<file path="config.mk">
export PLATFORM = sky130hd
export DESIGN_NAME = mux_nx1_hs
export DESIGN_NICKNAME = d
export VERILOG_FILES = /design/src/rtl/mux_nx1_hs.sv
export SDC_FILE = /design/constraint.sdc
export NUM_CORES = 1
export LEC_CHECK = 0
export ABC_AREA = 1
export ABC_CLOCK_PERIOD_IN_PS = 1750
export CAP_MARGIN = 40
export CORE_UTILIZATION = 37
export DETAILED_ROUTE_END_ITERATION = 10
export GPL_TIMING_DRIVEN = 0
export HOLD_SLACK_MARGIN = 0.08
export PLACE_DENSITY = 0.83
export SETUP_SLACK_MARGIN = 0.3
export SYNTH_ARGS = -nofsm -noshare
export SYNTH_HDL_FRONTEND = slang
export SYNTH_SLANG_ARGS = --single-unit
export TNS_END_PERCENT = 10
</file>
<file path="constraint.sdc">
create_clock -name clk -period 1.75 [get_ports clk]
set_input_delay 0.35 -clock clk [delete_from_list [all_inputs] [get_ports clk]]
set_output_delay 0.35 -clock clk [all_outputs]
set_load 0.01 [all_outputs]
</file>
<file path="src/rtl/mux_nx1_hs.sv">
// mux_nx1_hs: N-to-1 valid/ready channel multiplexer with a registered output stage.
// Channels are picked by explicit select (MODE 0) or by round-robin arbitration (MODE 1).
module mux_nx1_hs #(
  parameter int unsigned WIDTH = 32,
  parameter int unsigned N     = 4,
  parameter int unsigned SELW  = 2,
  parameter int unsigned MODE  = 0
) (
  input  logic               clk,
  input  logic               reset,
  input  logic [N*WIDTH-1:0] In,
  input  logic [N-1:0]       InValid,
  output logic [N-1:0]       InReady,
  input  logic [SELW-1:0]    Sel,
  output logic [WIDTH-1:0]   Out,
  output logic               OutValid,
  input  logic               OutReady,
  output logic [SELW-1:0]    OutSrc
);

  logic [N-1:0]     grant;
  logic             found;
  logic [SELW-1:0]  gidx;
  logic [WIDTH-1:0] gdata;
  logic             space;
  logic             accept;

  logic [WIDTH-1:0] out_q, out_d;
  logic [SELW-1:0]  src_q, src_d;
  logic             valid_q, valid_d;
  logic [SELW-1:0]  ptr_q, ptr_d;

  // Sel only matters in explicit-select mode.
  logic unused_sel;
  assign unused_sel = ^Sel;

  always_comb begin
    grant = '0;
    found = 1'b0;
    if (MODE == 0) begin
      // Out-of-range selects simply match no channel.
      for (int unsigned i = 0; i < N; i++) begin
        if (32'(Sel) == i && InValid[i]) begin
          grant[i] = 1'b1;
        end
      end
    end else begin
      // Two passes give the wrap-around scan ptr..N-1 then 0..ptr-1.
      for (int unsigned i = 0; i < N; i++) begin
        if (!found && i >= 32'(ptr_q) && InValid[i]) begin
          grant[i] = 1'b1;
          found    = 1'b1;
        end
      end
      for (int unsigned i = 0; i < N; i++) begin
        if (!found && i < 32'(ptr_q) && InValid[i]) begin
          grant[i] = 1'b1;
          found    = 1'b1;
        end
      end
    end
  end

  always_comb begin
    gidx  = '0;
    gdata = '0;
    for (int unsigned i = 0; i < N; i++) begin
      if (grant[i]) begin
        gidx  = SELW'(i);
        gdata = In[i*WIDTH +: WIDTH];
      end
    end
  end

  assign space   = !valid_q || OutReady;
  assign InReady = reset ? (grant & {N{space}}) : '0;
  assign accept  = |(InValid & InReady);

  always_comb begin
    out_d   = out_q;
    src_d   = src_q;
    valid_d = valid_q;
    ptr_d   = ptr_q;
    if (accept) begin
      out_d   = gdata;
      src_d   = gidx;
      valid_d = 1'b1;
      if (MODE != 0) begin
        ptr_d = (32'(gidx) == N - 1) ? '0 : gidx + SELW'(1);
      end
    end else if (OutReady) begin
      valid_d = 1'b0;
    end
  end

  always_ff @(posedge clk or negedge reset) begin
    if (!reset) begin
      out_q   <= '0;
      src_q   <= '0;
      valid_q <= 1'b0;
      ptr_q   <= '0;
    end else begin
      out_q   <= out_d;
      src_q   <= src_d;
      valid_q <= valid_d;
      ptr_q   <= ptr_d;
    end
  end

  assign Out      = out_q;
  assign OutSrc   = src_q;
  assign OutValid = valid_q;

endmodule

</file>
==> results of run 1 <==
cell families (layout without fill, tap and decap cells):
logic type | Yosys count | count (layout) | synth area share
simple gates | 279 | 279 | 0.5534
buf+inv | 57 | 238 | 0.1049
flops | 35 | 35 | 0.3294
compound gates | 2 | 2 | 0.01223
layout make-up:
cell class | instances | share of cell area
timing repair buffer | 173 | 0.3715
multi-input combinational | 281 | 0.3317
sequential | 35 | 0.1897
buffer | 50 | 0.05637
tap | 96 | 0.02602
clock buffer | 6 | 0.01572
inverter | 7 | 0.006233
clock inverter | 2 | 0.002710
report_power, final:
part           internal, uW  switching [uW]  total [uW]
Clock                   279             325         604
Sequential              968            93.6        1060
Combinational           719             595        1310
Total                  1970            1010        2980
cells in the final DEF (no fill, tap or decap):
cell,Yosys,final
dlygate4sd2_1,0,1
clkinv_2,0,1
nand3_1,66,66
clkbuf_2,0,2
dlymetal6s2s_1,0,4
o21ai_4,2,2
buf_6,3,3
nor2_4,0,2
clkbuf_8,0,5
nand2_2,1,1
nor3_2,0,2
nand3b_1,1,1
buf_2,20,21
inv_4,1,1
nand4_1,128,128
inv_1,6,4
nor2_1,7,4
nand2_1,71,71
buf_8,0,1
clkdlybuf4s50_1,0,159
clkinvlp_4,0,1
inv_2,0,2
clkbuf_1,20,19
nand2_4,1,1
buf_4,4,11
buf_1,3,3
dfrtp_1,35,35
nor2_2,2,3
timing repair:
item	in CTS	in global routing
gates resized for setup	25	16
endpoints found under the setup margin	74	73
pin swaps	3	2
buffers inserted	2	2
endpoints found under the hold margin	35	35
state kept, by name, indices dropped and copies added, names as in the netlist:
signal / flops
Out: 32
OutSrc: 2
OutValid: 1
through the flow:
stage / instance area [um^2] / setup TNS, ps / utilization / total power (uW) / std cells
final: 4617 / 0 / 0.6721 / 2979 / 650
after global routing: 4617 / 0 / 0.6721 / 3110 / 650
after CTS: 4571 / 0 / 0.6654 / 2946 / 648
after detailed placement: 4473 / -14230 / 0.6512 / 2350 / 638
after global placement: 4478 / -73220 / 0.6519 / 2325 / 638
after floorplan: 2666 / 0 / - / 1554 / 373
final timing paths:
check | startpoint | end | slack, ps | depth (start not counted)
setup / recovery | Sel[1] | InReady[0] | 140 | 5
hold / removal | reset | Out[5]$_DFFE_PN0P_ | -90 | 1
setup reg to reg | OutValid$_DFFE_PN0P_ | Out[26]$_DFFE_PN0P_ | 180 | 10
hold reg to reg | OutSrc[1]$_DFFE_PN0P_ | OutSrc[1]$_DFFE_PN0P_ | 510 | 2
max in group asynchronous | reset | Out[31]$_DFFE_PN0P_ | 1610 | 1
min in group clk | OutSrc[1]$_DFFE_PN0P_ | OutSrc[1]$_DFFE_PN0P_ | 510 | 2
per-layer routing:
metal  up-vias  GRT usage  part of all wire
met1      1829     0.3842              0.36
met4         0     0.1788             0.030
met3        51    0.06571              0.10
met5         -          0                 0
li1       1755          -                 -
met2       316     0.5620              0.50
==> results_dict.tcl, run 1 <==
set metrics [dict create \
    crit_top_cell "buf_2" \
    wl_per_cell_um 18.64 \
    antenna_found_initial 0 \
    syn2layout_area_growth_pct 73.65 \
    setup_ws_ps 135.6 \
    die_w_um 86.77 \
    track_usage 0.3276 \
    finalWirelength_mm 12.12 \
    cts.sinks 35 \
    grt_pass1_wl_mm 19.07 \
    finalSetupViolations 0 \
    clockBufferDepth 2 \
    io_pins 176 \
    port_buffers 169 \
    ir_worst_vdd_mv 0.3362 \
    drive_gt1_frac 0.1065 \
    cp-start-kind "input port" \
    finClkSkew_ps 7.663 \
    hold_ws_ps -93.02 \
    clkLatencyLatePin_ps 290 \
    yosys.area.top_type_share 0.3294 \
    dieArea_um2 7529 \
    crit_fanout 10 \
    fmax_mhz 619.4 \
    grt_overflow 0 \
    fin_nets 690 \
    cp-end-kind "output port" \
    final.min_clock_period_ps 1614 \
    fin_crit_sh 0.9225 \
    finalMaxSlewViolations 0 \
    regArea_um2 875.8 \
    clkTransAtPathRegs_ps 80 \
    synth.distinct_cells 18 \
    postSynthCellCount 373 \
    fill_cells 623 \
    first_pass_iters 5 \
    seq_area_frac_synth 0.3294 \
    antenna_cells 0 \
    synth_area_um2 2659 \
    fp.dieH_um 86.77 \
    synth_warnings 0 \
    place_congestion 0.8685 \
    hold_viol_final 35 \
    cp_data_arrival_time_ps 1260 \
    worst_ep_required_time_ps 1400 \
    grt_max_degree 37 \
    multi_input_area_um2 1531 \
    drtIter0Drc 413 \
    ant_nets 0 \
    min_path_type "in -> async" \
    worst_slew_pin_slew_ps 600.4 \
    path_cells "buf_2, buf_2, buf_2, nor3_2, buf_2" \
    cp_top_family "buffers and inverters" \
    start_util 0.3871 \
    dp_slack_ps -874.1 \
    synth.largest_area_cell "dfrtp_1" \
    p_leak_uw 0.001980 \
    synth_area_per_cell_um2 7.128 \
    drc 0 \
    synth_seq_cells 35 \
    clockRootBuffer "clkbuf_8" \
    core-area_um2 6869 \
    path_buf_inv 4 \
    dp_hpwl_mm 8.641 \
    cpMaxStageDelayCell "buf_2" \
    grt_pass1_vias 4032 \
    vias 3951 \
    cts_tree "yes" \
    rsz0062_at_grt "yes" \
    cap_violations 0 \
    synth.most_common_cell "nand4_1" \
    htreeDepth 2 \
    synth_commonest_cells "128 x nand4_1, 71 x nand2_1, 66 x nand3_1" \
    violations "hold timing" \
    synth-edff-count 0 \
    power.density_nw_per_um2 645.3 \
    slew-limit-headroom 0.5998 \
    numCtsBuffers 5 \
    ys.flop_type "dfrtp_1" \
    status "finished with violations" \
    path_class "in -> out" \
    synth_fp_nets 510 \
    critPathMaxStageDelay_ps 220 \
    viasPerCell 6.078 \
    synth-async-reset-ratio 1.000 \
    synth.area.top_cells "dfrtp_1 33%, nand4_1 30%, nand3_1 12%" \
    rows 30 \
]
No activity file was read; power rests on OpenSTA's default activity.
==> inputs of run 2 (changes only) <==
Settings changed: ABC_AREA 1 to 0, CORE_UTILIZATION 37 to 45, DONT_BUFFER_PORTS set to 1, PLACE_DENSITY 0.83 to not set.
==> run 2 against run 1 <==
Net effect: the run now ends clean; critical path depth decreased by 1; global-route usage decreased by 4.1 points; synthesized cell count decreased by 23%; non-clock buffer count decreased by 172; critical path type is now reg -> out.
==> results_dict.tcl, run 2 <==
set metrics [dict create \
    status "finished clean" \
    critPathMaxStageDelay_ps 440 \
    cp_data_arrival_time_ps 1340 \
    synthXorXnorAreaFrac 0 \
    rsz0062_at_grt "yes" \
    clkLatencyLatePin_ps 290 \
    grt_pass1_vias 2667 \
    design_area_um2 3072 \
    path_class "reg -> out" \
    core-area_um2 5675 \
    fp.dieH_um 79.71 \
    clockRootBuffer "clkbuf_8" \
    io_pins 176 \
    synth_top_family_by_area "compound AO/OA/AOI/OAI gates" \
    grt_max_degree 36 \
    place_inst 360 \
    cp-start-kind "register" \
    synth_compound_area_frac 0.2721 \
    ir_worst_vdd_mv 0.3204 \
    finalSetupViolations 0 \
    place_congestion 0.7611 \
    r2r_start "OutValid$_DFFE_PN0P_" \
    finalMaxSlewViolations 0 \
    first_pass_iters 4 \
    fmax_mhz 590.2 \
    crit_fanout 5 \
    dp_hpwl_mm 6.573 \
    wl_per_cell_um 24.16 \
    die_w_um 79.71 \
    dieArea_um2 6354 \
    hold_ws_ps 183.0 \
    syn2layout_area_growth_pct 13.03 \
    path_buf_inv 1 \
    antenna_cells 0 \
    synth.distinct_cells 26 \
    place_area_um2 2845 \
    synth-async-reset-ratio 1.000 \
    synth_area_per_cell_um2 9.436 \
    holdPathEnd "OutValid$_DFFE_PN0P_" \
    fin_crit_sh 0.9682 \
    synth_seq_cells 35 \
    synth-adder-area-share 0 \
    cpMaxStageDelayCell "dfrtp_1" \
    r2r_cells 5 \
    p_switching_uw 865.6 \
    setup_ws_ps 55.66 \
    fin_nets 442 \
    finClkSkew_ps 4.839 \
    drc 0 \
    drtIter0Drc 124 \
    synth-simple-area-share 0.2624 \
    grt_overflow 0 \
    synth.area.mux_share 0.02532 \
    viasPerCell 6.854 \
    ant_nets 0 \
    track_usage 0.2868 \
    synth_area_um2 2718 \
    clkTransAtPathRegs_ps 70 \
    slew-limit-headroom 0.6374 \
    rr_endpoint "Out[24]$_DFFE_PN0P_" \
    start_util 0.4788 \
    finalWirelength_mm 9.086 \
    clockBufferDepth 2 \
    comb_power_share 0.265 \
    synth.most_common_cell "dfrtp_1" \
    cts.sinks 35 \
    numCtsBuffers 5 \
    final_common_cell "dfrtp_1" \
    path_cells "nand2b_4, nand2_8, clkbuf_16, nor4b_4" \
    port_buffers 0 \
    final.min_clock_period_ps 1694 \
    largest_reg_flops 32 \
    r2r_slack_ps 170 \
    cp-end-kind "output port" \
    cap_violations 0 \
    synth_fp_nets 425 \
    min_path_type "in -> reg" \
    seq_area_frac_synth 0.3223 \
    drive_gt1_frac 0.1382 \
    postSynthCellCount 288 \
    worst_slew_pin_slew_ps 543.9 \
    synth.largest_area_cell "dfrtp_1" \
    clock_power_share 0.233 \
    min_from "reset" \
    synth.area.top_cells "dfrtp_1 32%, and4b_1 12%, nor4bb_1 12%" \
    p_leak_uw 0.001280 \
    hold_viol_final 0 \
    p_total_uw 2430 \
    power.density_nw_per_um2 791.0 \
    vias 2577 \
    yosys.area.top_type_share 0.3223 \
    cp_top_family "simple AND/OR/NAND/NOR gates" \
    htreeDepth 2 \
    grt_pass1_wl_mm 13.82 \
    synth-edff-count 0 \
    hold_depth 2 \
    cts_tree "yes" \
    internal_power_uw 1564 \
    instances_no_fill 376 \
    antenna_found_initial 0 \
    ys.flop_type "dfrtp_1" \
    switching_share 0.3563 \
    worst_ep_required_time_ps 1400 \
    fill_cells 531 \
    seqPwrFrac 0.502 \
    dp_slack_ps -143.0 \
    rows 27 \
    synth_warnings 0 \
]
[run 2: changes by cell type after synthesis, sizes merged, moves of 7 or more]
cell	previous run	this run
a211oi	0	32
inv	7	32
nor4bb	0	32
o22ai	0	32
nand3	66	1
o32ai	0	32
nand2	73	4
buf	30	11
nor2	9	2
and4b	0	32
clkbuf	20	30
nand4	128	0
[run 2: routing by layer]
layer	track usage	part of all wire	wire length, um
met1	0.3514	0.41	3687
met3	0.09143	0.10	905
met2	0.4778	0.48	4354
met5	0	0	0
met4	0.08364	0.015	139
[run 2: kinds of logic after synthesis]
logic type             after synthesis
buffers and inverters               73
and+or+nand+nor                     77
AOI/OAI and AO/OA                   98
muxes                                5
DFF                                 35
[run 2: repair_timing]
action	4_1_cts	5_1_grt
gates resized for setup	7	7
pin swaps	2	1
endpoints found under the hold margin	35	0
hold buffers	2	0
setup buffers	7	1
setup endpoints to repair	30	34
cloned	0	0
[run 2: power by group through the flow]
| stage | registers, uW | clock network [uW] | logic, uW |
|---|---|---|---|
| floorplan | 1200 | 0 | 467 |
| global placement | 1230 | 0 | 563 |
| detailed placement | 1230 | 0 | 579 |
| CTS | 1220 | 575 | 635 |
| global route | 1250 | 590 | 713 |
| finish | 1220 | 565 | 645 |
[run 2: cell type report]
type	instances	area [um^2]	share of cell area
flip-flops and latches	35	875.8	0.2851
repair buffers	10	90.09	0.02933
clock buffers	6	72.57	0.02363
multi-input cells	180	1579	0.5141
plain buffers	41	244.0	0.07943
inverters	32	120.1	0.03910
well taps	72	90.09	0.02933
[run 2: stage by stage]
step / TNS, ps / util
floorplan: 0 / -
global placement: -60.02 / 0.5013
detailed placement: -1339 / 0.5013
CTS: 0 / 0.5366
global route: 0 / 0.5412
finish: 0 / 0.5412
[run 2: how the worst max path moves through the flow]
stage | start | to | cells past startpoint
after floorplan | Sel[1] | OutSrc[0]$_DFFE_PN0P_ | 4
after global placement | Sel[0] | Out[26]$_DFFE_PN0P_ | 5
after detailed placement | Sel[0] | Out[24]$_DFFE_PN0P_ | 5
after CTS | OutValid$_DFFE_PN0P_ | InReady[0] | 4
after global routing | OutValid$_DFFE_PN0P_ | InReady[0] | 4
final | OutValid$_DFFE_PN0P_ | InReady[0] | 4
